`config.mk`:
```
export PLATFORM = sky130hd
export DESIGN_NAME = keypad_time_encoder_flat
export DESIGN_NICKNAME = d
export VERILOG_FILES = /design/src/rtl/keypad_pkg.sv /design/src/rtl/keypad_time_encoder_if.sv /design/src/rtl/keypad_time_encoder_key_debouncer.sv /design/src/rtl/keypad_time_encoder.sv /design/src/flat_wrapper.sv
export SDC_FILE = /design/constraint.sdc
export NUM_CORES = 1
export LEC_CHECK = 0
export CAP_MARGIN = 20
export CORE_MARGIN = 1
export CORE_UTILIZATION = 45
export CTS_CLUSTER_SIZE = 25
export DETAILED_ROUTE_END_ITERATION = 7
export PLACE_DENSITY = 0.69
export SLEW_MARGIN = 0
export SYNTH_ARGS = -nofsm -noshare
export SYNTH_HDL_FRONTEND = slang
export SYNTH_HIERARCHICAL = 1
export SYNTH_SLANG_ARGS = --single-unit
```
`constraint.sdc`:
```
create_clock -name clk -period 4.8 [get_ports clk]
set_input_delay 0.96 -clock clk [delete_from_list [all_inputs] [get_ports clk]]
set_output_delay 0.96 -clock clk [all_outputs]
set_load 0.1 [all_outputs]
```
`src/rtl/keypad_pkg.sv`:
```
// Shared types and constants for the microwave keypad time-entry block:
// FSM encoding, key-code layout and the one-hot / encode helpers.
package keypad_pkg;

  localparam int BCD_W      = 4;
  localparam int NUM_KEYS   = 11;
  localparam int CLR_IDX    = 10;
  localparam int SEC_T_MAX  = 5;
  localparam int MAX_DIGITS = 3;

  typedef logic [BCD_W-1:0] bcd_t;

  typedef enum logic [1:0] {
    IDLE     = 2'd0,
    DEBOUNCE = 2'd1,
    COMMIT   = 2'd2,
    WAIT_REL = 2'd3
  } kstate_e;

  typedef struct packed {
    logic is_clr;
    bcd_t digit;
  } key_code_t;

  // A code is only usable when exactly one of the digit/CLEAR lines is high.
  function automatic logic is_one_hot(input logic [NUM_KEYS-1:0] v);
    int n;
    n = 0;
    for (int i = 0; i < NUM_KEYS; i++) begin
      n += int'(v[i]);
    end
    return (n == 1);
  endfunction

  function automatic key_code_t encode_key(input logic [NUM_KEYS-1:0] v);
    key_code_t k;
    k = '0;
    for (int i = 0; i < CLR_IDX; i++) begin
      if (v[i]) begin
        k.digit = bcd_t'(i);
      end
    end
    k.is_clr = v[CLR_IDX];
    return k;
  endfunction

endpackage

```
`src/rtl/keypad_time_encoder_if.sv`:
```
// Front-panel keypad bundle: raw keys and enable toward the encoder,
// BCD time digits and status pulses back out.
interface keypad_time_encoder_if;
  import keypad_pkg::*;

  logic                en;
  logic [CLR_IDX-1:0]  key;
  logic                key_clr;
  bcd_t                min;
  bcd_t                sec_t;
  bcd_t                sec_on;
  logic                digit_stb;
  logic                key_err;
  logic                time_zero;

  modport master (
    output en, key, key_clr,
    input  min, sec_t, sec_on, digit_stb, key_err, time_zero
  );

  modport slave (
    input  en, key, key_clr,
    output min, sec_t, sec_on, digit_stb, key_err, time_zero
  );

endinterface

```
`src/rtl/keypad_time_encoder_key_debouncer.sv`:
```
// Synchronises the raw key lines, qualifies a single pressed key, debounces
// it and emits a one-clock accept pulse with the encoded key code.
module key_debouncer
  import keypad_pkg::*;
#(
  parameter int DEBOUNCE_CYCLES = 4,
  parameter int CNT_W           = 3
) (
  input  logic                clk,
  input  logic                rst_n,
  input  logic                en,
  input  logic [NUM_KEYS-1:0] raw_keys,
  output logic                accept,
  output key_code_t           code
);

  logic [NUM_KEYS-1:0] sync_q1;
  logic [NUM_KEYS-1:0] sync_q2;
  logic [NUM_KEYS-1:0] latched_q;
  logic [CNT_W-1:0]    cnt_q;
  kstate_e             state_q;
  kstate_e             state_d;
  logic                code_valid;
  logic                code_same;
  logic                any_key;
  logic                cnt_done;

  assign code_valid = is_one_hot(sync_q2);
  assign code_same  = (sync_q2 == latched_q);
  assign any_key    = |sync_q2;
  assign cnt_done   = (cnt_q == CNT_W'(DEBOUNCE_CYCLES - 1));

  // NOTE: non-blocking assignments keep sync_q2 one clock behind sync_q1;
  // blocking ones would collapse the two stages into a single flop.
  always_ff @(posedge clk or negedge rst_n) begin
    if (!rst_n) begin
      sync_q1 <= '0;
      sync_q2 <= '0;
    end else begin
      sync_q1 <= raw_keys;
      sync_q2 <= sync_q1;
    end
  end

  always_ff @(posedge clk or negedge rst_n) begin
    if (!rst_n) begin
      state_q <= IDLE;
    end else begin
      state_q <= state_d;
    end
  end

  // NOTE: state_d is defaulted before the case so no path leaves it
  // unassigned, which would otherwise infer a latch.
  always_comb begin
    state_d = state_q;
    unique case (state_q)
      IDLE: begin
        if (en && code_valid) begin
          state_d = DEBOUNCE;
        end
      end
      DEBOUNCE: begin
        if (!code_same || !en) begin
          state_d = IDLE;
        end else if (cnt_done) begin
          state_d = COMMIT;
        end
      end
      COMMIT: begin
        state_d = WAIT_REL;
      end
      WAIT_REL: begin
        if (!any_key) begin
          state_d = IDLE;
        end
      end
      default: state_d = IDLE;
    endcase
  end

  // Key code capture and stability counter.
  always_ff @(posedge clk or negedge rst_n) begin
    if (!rst_n) begin
      latched_q <= '0;
      cnt_q     <= '0;
    end else if (state_q == IDLE && en && code_valid) begin
      latched_q <= sync_q2;
      cnt_q     <= '0;
    end else if (state_q == DEBOUNCE && code_same && en && !cnt_done) begin
      cnt_q <= cnt_q + 1'b1;
    end
  end

  // en is deliberately not used here: a commit already reached completes.
  always_comb begin
    accept = (state_q == COMMIT);
    code   = encode_key(latched_q);
  end

endmodule

```
`src/rtl/keypad_time_encoder.sv`:
```
// Microwave-style M:ST:SO time entry: accepted digits shift in from the
// units position, CLEAR zeroes the time, illegal entries raise key_err.
module keypad_time_encoder
  import keypad_pkg::*;
#(
  parameter int DEBOUNCE_CYCLES = 4,
  parameter int CNT_W           = 3
) (
  input logic                  clk,
  input logic                  rst_n,
  keypad_time_encoder_if.slave bus
);

  localparam int DCNT_W = $clog2(MAX_DIGITS + 1);

  logic              accept;
  key_code_t         code;
  bcd_t              min_q, min_d;
  bcd_t              sec_t_q, sec_t_d;
  bcd_t              sec_on_q, sec_on_d;
  logic [DCNT_W-1:0] dcnt_q, dcnt_d;
  logic              stb_q, stb_d;
  logic              err_q, err_d;
  logic              digit_ok;

  key_debouncer #(
    .DEBOUNCE_CYCLES (DEBOUNCE_CYCLES),
    .CNT_W           (CNT_W)
  ) u_debouncer (
    .clk      (clk),
    .rst_n    (rst_n),
    .en       (bus.en),
    .raw_keys ({bus.key_clr, bus.key}),
    .accept   (accept),
    .code     (code)
  );

  // Shifting a units digit above 5 into the tens place would give an
  // invalid seconds value, so such an entry is refused.
  assign digit_ok = (dcnt_q < DCNT_W'(MAX_DIGITS)) &&
                    (sec_on_q <= bcd_t'(SEC_T_MAX));

  always_comb begin
    min_d    = min_q;
    sec_t_d  = sec_t_q;
    sec_on_d = sec_on_q;
    dcnt_d   = dcnt_q;
    stb_d    = 1'b0;
    err_d    = 1'b0;
    if (accept) begin
      if (code.is_clr) begin
        min_d    = '0;
        sec_t_d  = '0;
        sec_on_d = '0;
        dcnt_d   = '0;
        stb_d    = 1'b1;
      end else if (digit_ok) begin
        min_d    = sec_t_q;
        sec_t_d  = sec_on_q;
        sec_on_d = code.digit;
        dcnt_d   = dcnt_q + 1'b1;
        stb_d    = 1'b1;
      end else begin
        err_d = 1'b1;
      end
    end
  end

  always_ff @(posedge clk or negedge rst_n) begin
    if (!rst_n) begin
      min_q    <= '0;
      sec_t_q  <= '0;
      sec_on_q <= '0;
      dcnt_q   <= '0;
      stb_q    <= 1'b0;
      err_q    <= 1'b0;
    end else begin
      min_q    <= min_d;
      sec_t_q  <= sec_t_d;
      sec_on_q <= sec_on_d;
      dcnt_q   <= dcnt_d;
      stb_q    <= stb_d;
      err_q    <= err_d;
    end
  end

  assign bus.min       = min_q;
  assign bus.sec_t     = sec_t_q;
  assign bus.sec_on    = sec_on_q;
  assign bus.digit_stb = stb_q;
  assign bus.key_err   = err_q;
  assign bus.time_zero = (min_q == '0) && (sec_t_q == '0) && (sec_on_q == '0);

endmodule
```
`src/flat_wrapper.sv`:
```
// flat-port wrapper written by rule: the top's interface ports become plain ports
module keypad_time_encoder_flat import keypad_pkg::*;
#(
  parameter int DEBOUNCE_CYCLES = 4,
  parameter int CNT_W           = 3
)
  (clk, rst_n, bus_en, bus_key, bus_key_clr, bus_min, bus_sec_t, bus_sec_on, bus_digit_stb, bus_key_err, bus_time_zero);
  keypad_time_encoder_if bus_i ();
  input logic clk;
  input logic rst_n;
  input wire logic [$bits(bus_i.en)-1:0] bus_en;
  input wire logic [$bits(bus_i.key)-1:0] bus_key;
  input wire logic [$bits(bus_i.key_clr)-1:0] bus_key_clr;
  output wire logic [$bits(bus_i.min)-1:0] bus_min;
  output wire logic [$bits(bus_i.sec_t)-1:0] bus_sec_t;
  output wire logic [$bits(bus_i.sec_on)-1:0] bus_sec_on;
  output wire logic [$bits(bus_i.digit_stb)-1:0] bus_digit_stb;
  output wire logic [$bits(bus_i.key_err)-1:0] bus_key_err;
  output wire logic [$bits(bus_i.time_zero)-1:0] bus_time_zero;
  assign bus_i.en = bus_en;
  assign bus_i.key = bus_key;
  assign bus_i.key_clr = bus_key_clr;
  assign bus_min = bus_i.min;
  assign bus_sec_t = bus_i.sec_t;
  assign bus_sec_on = bus_i.sec_on;
  assign bus_digit_stb = bus_i.digit_stb;
  assign bus_key_err = bus_i.key_err;
  assign bus_time_zero = bus_i.time_zero;
  keypad_time_encoder #(.DEBOUNCE_CYCLES(DEBOUNCE_CYCLES), .CNT_W(CNT_W)) u_core (.clk(clk), .rst_n(rst_n), .bus(bus_i));
endmodule
```
==> results.cfg, run 1 <==
[critical_path]
worstSetupPathType = register to register
cp.arrival_ns = 4.39
setup.worst_path.start = u_core/u_debouncer/sync_q2[4]
cp_common_cell = fa_1
crit_fanout = 13
crit_chain = fa_1 > inv_1 > fa_1 > inv_1 > fa_1 > ha_1 > fa_1 > nor4b_1 > and3_1 > and3_1 > mux2_2
worstReg2RegStart = u_core/u_debouncer/sync_q2[4]
critPathMaxStageDelay_ns = 0.55
cp_slowest_cell = fa_1
critPathRequiredTime_ns = 4.99
crit_path_end_kind = register
setup.worst_path.start_class = register
cp.buffers_inverters = 2
crit_family = adder cells

[cts]
clockRootBuffer = clkbuf_8
htree_levels = 2
cts_tree = built
clock_latency_ns = 0.31
postCtsHoldBufs = 0
clockBufferDepth = 2
post_cts_buffers = 0
cts.sinks = 54
clk_pin_slew_ns = 0.09
cts_buffers = 5
postCtsResizedCells = 0

[die]
start_util_pct = 47.2
die-area_um2 = 5730
fp-row-count = 26
pin_count = 29
chipHeight_um = 75.7
die_width_um = 75.7
core_um2 = 5170

[cells_and_area]
nets = 250
multi_input_area_um2 = 962
num_antenna_cells = 0
drive_gt1_share_pct = 14.2
seqCellArea_um2 = 1350
syn2layout_area_growth_pct = 16.6
n_fill_cell = 443
finish.utilization_pct = 55.1

[logic_synthesis]
yosysTopAreaCell = dfrtp_1
synth_cells = 186
synth.distinct_cells = 39
ys_seq_area_share_pct = 55.3
synth_top_area_share_pct = 55.3
synth.top_cells.by_count = 54 x dfrtp_1, 18 x inv_1, 13 x ha_1, 11 x xor2_1, 10 x mux2_2
yosysMostFrequentCell = dfrtp_1
synth-async-reset-ratio_pct = 100
synth-simple-area-share_pct = 9.17
synth_area_per_cell_um2 = 13.1
synth_top_family_by_area = adder cells
synth-seq-cells = 54
synth_area_um2 = 2440
synth_edf_count = 0
ys_warn_count = 6
yosys.area_share.adder_pct = 11.6
synth_nets = 219
synth_xor_area_share_pct = 3.94
synthMuxAreaShare_pct = 5.64
yosys-top-cells-area = dfrtp_1 55%, ha_1 6.7%, fa_1 4.9%
synth_compound_gate_area_share_pct = 9.07
synth-main-ff-cell = dfrtp_1

[placement]
dp_hpwl_mm = 2.94
gp_congestion = 0.759
io_buffers = 28

[timing]
relSlewSlack_pct = 35.4
tightest_slew_ns = 0.965
tns_ns = 0
min_period_ns = 4.21
fmax_mhz = 238
rsz0062_at_grt = false
hold_viol = 0
min_period_over_period_pct = 87.7
final_max_slew_viol_count = 0
finClkSkew_ns = 0.0141
finalSetupViolCount = 0

[power]
peakVddDrop_uv = 238
leakagePower_nw = 1.32
powerDensity_nw_per_um2 = 440

[job]
drv_cap = 0

[grt]
grt_overflow = 0
grt_pass1_wl_mm = 6.78
grtUsageTotal_pct = 16.4
grt_max_degree = 55
antenna_found_initial = 0
grt_pass1_vias = 1440

[detailed_routing]
ant_nets = 0
wire_per_inst_um = 14.0
vias = 1468
drc = 0
routed_via_density = 5.10
drtIter0Drc = 66
drt-total-wl_mm = 4.02
first_pass_iters = 4

[run_status]
outcome = complete, no violations

[worst_hold_path]
holdCritStartpoint = u_core/u_debouncer/sync_q1[7]
worstHoldPathType = register to register
-- cell type report --
class,count,share of cell area [%]
Sequential cell,54,47.5
Timing Repair Buffer,30,10.2
Clock inverter,2,0.571
Multi-Input combinational cell,108,33.8
Inverter,18,2.37
Tap cell,70,3.08
Clock buffer,6,2.55
-- layer usage --
metal | global-route usage, % | wire length (um)
met1 | 20.6 | 1790
met2 | 27.4 | 2000
met3 | 4.23 | 152
met4 | 6.38 | 74
met5 | 0 | 0
-- through the flow --
| stage | setup slack, ns | cells | area [um^2] | hold WS (ns) | total power, mW |
|---|---|---|---|---|---|
| floorplan | 0.950 | 186 | 2440 | 0.331 | 0.922 |
| global placement | 0.673 | 280 | 2760 | 0.331 | 1.00 |
| detailed placement | 0.590 | 280 | 2760 | 0.335 | 1.02 |
| CTS | 0.556 | 288 | 2850 | 0.356 | 1.27 |
| global route | 0.322 | 288 | 2850 | 0.369 | 1.34 |
| finish | 0.591 | 288 | 2850 | 0.355 | 1.25 |
-- path summary, 6_finish.rpt --
check | cells after the start | endpoint | slack [ns]
min reg2reg | 0 | u_core/u_debouncer/sync_q2[7] | 0.35
max | 11 | u_core/u_debouncer/latched_q[1] | 0.59
min in group asynchronous | 2 | u_core/u_debouncer/latched_q[2] | 0.76
min | 0 | u_core/u_debouncer/sync_q2[7] | 0.35
max reg2reg | 11 | u_core/u_debouncer/latched_q[1] | 0.59
max in group asynchronous | 2 | u_core/u_debouncer/latched_q[1] | 3.58
-- placed cells by master (no fill, tap or decap), types with 2 or more instances in the layout --
cell and n:
nor4_1 6, dfrtp_1 54, a31oi_1 2, o21bai_1 2
xor2_1 11, nor2_1 5, a22o_2 3, inv_1 18
and3_1 3, nand2b_1 4, ha_1 13, buf_4 2
mux2_2 10, clkbuf_8 5, nand2_1 5, o21ai_0 3
clkdlybuf4s50_1 27, fa_1 6, nor3b_1 2, a22o_1 8
a21oi_1 7
-- logic make-up (layout without fill, tap and decap cells) --
logic type               Yosys count  in the layout
XOR/XNOR                          11             11
AND/OR/NAND/NOR                   36             36
flip-flops                        54             54
adder cells (fa/ha/maj)           19             19
buffers and inverters             24             56
multiplexers                      12             12
AO/OA/AOI/OAI                     30             30
-- power by group --
group / switching (mW) / total (mW) / internal [mW]
Sequential: 0.0817 / 0.610 / 0.528
Clock: 0.144 / 0.249 / 0.105
Combinational: 0.218 / 0.395 / 0.177
-- flip-flops by register name, summed over array words and instances, names as in the netlist, 2 cells and up, named ones only --
name,cells
u_core/u_debouncer/sync_q1,11
u_core/bus.min,4
u_core/dcnt_q,2
u_core/bus.sec_on,4
u_core/u_debouncer/cnt_q,3
u_core/bus.sec_t,4
u_core/u_debouncer/sync_q2,11
u_core/u_debouncer/latched_q,11
Power figures use the tool's default switching activity.
==> run 2: changes to the inputs <==
- CTS_BUF_LIST: not set -> sky130_fd_sc_hd__clkbuf_8
- PLACE_DENSITY: 0.69 -> 0.71
==> results.cfg, run 2 (same netlist as run 1, synthesis figures left out) <==
[timing]
final_max_slew_viol_count = 0
hold_viol = 0
finClkSkew_ns = 0.0122
fmax_mhz = 234
whs_ns = 0.355
tns_ns = 0
relSlewSlack_pct = 34.9
finalSetupViolCount = 0
rsz0062_at_grt = false
min_period_over_period_pct = 89.0
min_period_ns = 4.27
tightest_slew_ns = 0.973

[worst_hold_path]
worstHoldPathType = register to register

[cts]
post_cts_buffers = 0
clock_latency_ns = 0.30
cts_tree = built
cts_buffers = 5
cts.sinks = 54
postCtsHoldBufs = 0
clk_pin_slew_ns = 0.08
postCtsResizedCells = 0
clockBufferDepth = 2
clockRootBuffer = clkbuf_8
htree_levels = 2

[detailed_routing]
vias = 1448
drtIter0Drc = 47
ant_nets = 0
drc = 0
drt-total-wl_mm = 4.00
wire_per_inst_um = 14.0
routed_via_density = 5.06
first_pass_iters = 4

[critical_path]
cp.buffers_inverters = 2
cp_slowest_cell = and3_1
setup.worst_path.start_class = register
crit_fanout = 16
critPathRequiredTime_ns = 4.99
crit_family = adder cells
cp.arrival_ns = 4.46
critPathMaxStageDelay_ns = 0.58
crit_path_end_kind = register
cp_common_cell = fa_1
worstSetupPathType = register to register
crit_chain = fa_1 > inv_1 > fa_1 > inv_1 > fa_1 > ha_1 > fa_1 > nor4b_1 > and3_1 > and3_1 > mux2_2

[grt]
grtUsageTotal_pct = 16.0
grt_overflow = 0
antenna_found_initial = 0
grt_max_degree = 55
grt_pass1_vias = 1470
grt_pass1_wl_mm = 6.70

[run_status]
outcome = complete, no violations

[die]
fp-row-count = 26
die-area_um2 = 5730
core_um2 = 5170
die_width_um = 75.7
start_util_pct = 47.2
chipHeight_um = 75.7
pin_count = 29

[cells_and_area]
nets = 249
final_cells = 286
num_antenna_cells = 0
top_regs = u_core/u_debouncer/latched_q: 11 flops, u_core/u_debouncer/sync_q1: 11 flops, u_core/u_debouncer/sync_q2: 11 flops
final_common_cell = dfrtp_1
final_cell_mix = 54 x dfrtp_1, 27 x clkdlybuf4s50_1, 18 x inv_1
syn2layout_area_growth_pct = 17.3
drive_gt1_share_pct = 13.9

[job]
drv_cap = 0

[power]
peakVddDrop_uv = 230
leakagePower_nw = 1.33
powerDensity_nw_per_um2 = 454

[placement]
dp_hpwl_mm = 2.93
gp_congestion = 0.757
io_buffers = 28
dpl.cell_count = 279
-- run 2: cell count changes in the layout (fill, tap and decap cells not counted) --
cell	change
buf_4	-1
bufinv_16	+1
clkbuf_1	-1
clkbuf_8	+1
clkinvlp_4	-1
inv_6	-1
-- run 2: report_power, final --
| part | internal, mW | switching, mW |
|---|---|---|
| registers | 0.528 | 0.0831 |
| clock network | 0.167 | 0.136 |
| logic | 0.174 | 0.213 |
-- run 2: routing by layer --
layer  vias up  routed length [um]  global-route usage [%]
met5         -                   0                       0
met4         0                  46                    4.94
met1       717                1870                    20.7
met3         5                 110                    3.97
li1        696                   -                       -
met2        30                1980                    26.7
-- run 2: worst paths after layout --
check                                              start                              end  slack (ns)  depth (start not counted)
max                        u_core/u_debouncer/sync_q2[4]  u_core/u_debouncer/latched_q[9]        0.53                         11
min                        u_core/u_debouncer/sync_q1[2]    u_core/u_debouncer/sync_q2[2]        0.35                          0
max reg2reg                u_core/u_debouncer/sync_q2[4]  u_core/u_debouncer/latched_q[9]        0.53                         11
min reg2reg                u_core/u_debouncer/sync_q1[2]    u_core/u_debouncer/sync_q2[2]        0.35                          0
max in group asynchronous                          rst_n    u_core/u_debouncer/sync_q2[7]        3.58                          2
min in group asynchronous                          rst_n      u_core/u_debouncer/cnt_q[0]        0.77                          2
-- run 2: area by class of cell --
class / instances / area, um^2
Clock inverter: 1 / 30.0
Multi-Input combinational cell: 108 / 962
Fill cell: 446 / 2310
Sequential cell: 54 / 1350
Inverter: 18 / 67.6
Clock buffer: 6 / 82.6
Timing Repair Buffer: 29 / 283
Tap cell: 70 / 87.6
-- run 2: per-stage QoR --
| step | total power, mW | area [um^2] | util (%) | worst slack [ns] |
|---|---|---|---|---|
| floorplan | 0.922 | 2440 | - | 0.950 |
| global placement | 0.999 | 2750 | 53.2 | 0.627 |
| detailed placement | 1.01 | 2750 | 53.2 | 0.504 |
| CTS | 1.32 | 2860 | 55.4 | 0.499 |
| global route | 1.39 | 2860 | 55.4 | 0.327 |
| finish | 1.30 | 2860 | 55.4 | 0.529 |
==> run 3: changes to the inputs <==
- CORE_MARGIN: 1 -> not set
- RECOVER_POWER: not set -> 50
==> results.cfg, run 3 (same netlist as run 1, synthesis figures left out) <==
[cts]
clockBufferDepth = 2
clock_latency_ns = 0.30
cts_tree = built
cts_buffers = 5
post_cts_buffers = 0
cts.sinks = 54
clk_pin_slew_ns = 0.08
postCtsResizedCells = 0
clockRootBuffer = clkbuf_8
postCtsHoldBufs = 0
htree_levels = 2

[timing]
final_max_slew_viol_count = 55
tightest_slew_ns = 2.79
hold_viol = 0
min_period_over_period_pct = 89.0
finalSetupViolCount = 0
min_period_ns = 4.27
rsz0062_at_grt = false
tns_ns = 0
relSlewSlack_pct = -86.2
finClkSkew_ns = 0.0103
fmax_mhz = 234

[detailed_routing]
routed_via_density = 5.06
vias = 1448
first_pass_iters = 4
wire_per_inst_um = 14.0
drt-total-wl_mm = 3.99
drc = 0
drtIter0Drc = 48
ant_nets = 0

[grt]
grtUsageTotal_pct = 16.0
grt_overflow = 0
grt_pass1_vias = 1470
antenna_found_initial = 0
grt_pass1_wl_mm = 6.70
grt_max_degree = 55

[critical_path]
r2r_slack_ns = 0.53
crit_path_end_kind = register
worstReg2RegStart = u_core/u_debouncer/sync_q2[4]
cp.depth = 11
cp_common_cell = fa_1
crit_fanout = 16
crit_chain = fa_1 > inv_1 > fa_1 > inv_1 > fa_1 > ha_1 > fa_1 > nor4b_1 > and3_1 > and3_1 > mux2_2
critPathRequiredTime_ns = 4.99
setup.worst_path.start_class = register
ff2ff_path_depth = 11
cp.arrival_ns = 4.46
cp_slowest_cell = and3_1
reg2reg_to = u_core/u_debouncer/latched_q[9]
critPathMaxStageDelay_ns = 0.58
worstSetupPathType = register to register
crit_family = adder cells
cp.buffers_inverters = 2

[die]
fp-row-count = 26
die-area_um2 = 5730
pin_count = 29
die_width_um = 75.7
start_util_pct = 47.2
core_um2 = 5170
chipHeight_um = 75.7

[worst_hold_path]
hold_end = u_core/u_debouncer/sync_q2[2]
worstHoldPathType = register to register
holdCritStartpoint = u_core/u_debouncer/sync_q1[2]
holdPathStages = 0

[run_status]
outcome = finished with violations
violations = capacitance limit, slew limit

[placement]
io_buffers = 28
dp_hpwl_mm = 2.93
gp_congestion = 0.757

[cells_and_area]
syn2layout_area_growth_pct = 16.9
final_cell_mix = 54 x dfrtp_1, 18 x inv_1, 16 x clkdlybuf4s50_1
finish.utilization_pct = 55.2
nets = 249
num_antenna_cells = 0
drive_gt1_share_pct = 13.0
top_regs = u_core/u_debouncer/latched_q: 11 flops, u_core/u_debouncer/sync_q1: 11 flops, u_core/u_debouncer/sync_q2: 11 flops
n_fill_cell = 449
final_common_cell = dfrtp_1

[power]
powerDensity_nw_per_um2 = 453
peakVddDrop_uv = 230
leakagePower_nw = 1.33

[job]
drv_cap = 1
## run 3: cell count changes in the layout (fill, tap and decap cells not counted), sizes merged
cell	change
clkbuf	+1
buf	-1
dlygate4sd3	+11
clkdlybuf4s50	-11
## run 3: worst register-to-register path, stage by stage (launching register included)
cell and delay, ns:
dfrtp_1 0.44, fa_1 0.55, inv_1 0.05, fa_1 0.48
inv_1 0.05, fa_1 0.45, ha_1 0.22, fa_1 0.43
nor4b_1 0.31, and3_1 0.21, and3_1 0.58, mux2_2 0.41
## run 3: stage by stage
| step | power, mW | std cells | worst slack (ns) | area [um^2] | hold WS [ns] |
|---|---|---|---|---|---|
| after floorplan | 0.922 | 186 | 0.950 | 2440 | 0.331 |
| after CTS | 1.32 | 286 | 0.499 | 2860 | 0.355 |
| final | 1.29 | 286 | 0.528 | 2860 | 0.355 |
| after global routing | 1.38 | 286 | 0.327 | 2860 | 0.369 |
| after global placement | 0.999 | 279 | 0.627 | 2750 | 0.332 |
| after detailed placement | 1.01 | 279 | 0.504 | 2750 | 0.337 |
## run 3: worst max-delay path by stage
| stage | startpoint | end | slack, ns |
|---|---|---|---|
| floorplan | u_core/u_debouncer/sync_q2[4] | u_core/u_debouncer/latched_q[10] | 0.95 |
| global placement | u_core/u_debouncer/sync_q2[4] | u_core/u_debouncer/latched_q[4] | 0.63 |
| detailed placement | u_core/u_debouncer/sync_q2[4] | u_core/u_debouncer/latched_q[9] | 0.50 |
| CTS | u_core/u_debouncer/sync_q2[4] | u_core/u_debouncer/latched_q[9] | 0.50 |
| global route | u_core/u_debouncer/sync_q2[4] | u_core/u_debouncer/cnt_q[0] | 0.33 |
| finish | u_core/u_debouncer/sync_q2[4] | u_core/u_debouncer/latched_q[9] | 0.53 |
## run 3: where the power goes
group	internal (mW)	switching [mW]	total, mW
Clock	0.167	0.135	0.302
Combinational	0.169	0.213	0.381
Sequential	0.528	0.0813	0.610
Total	0.864	0.429	1.29
## run 3: layer usage
metal	vias up	GRT usage [%]	share of wire, %
met5	-	0	0
met4	0	4.94	1.2
met3	5	3.97	2.8
met2	30	26.7	49
met1	715	20.7	47
li1	698	-	-
## run 3: final cells by class
cell class	count	area (um^2)	share of cell area, %
tap	70	87.6	3.07
sequential	54	1350	47.3
clock inverter	1	30.0	1.05
clock buffer	6	82.6	2.89
inverter	18	67.6	2.37
multi-input combinational	108	957	33.5
timing repair buffer	29	279	9.77
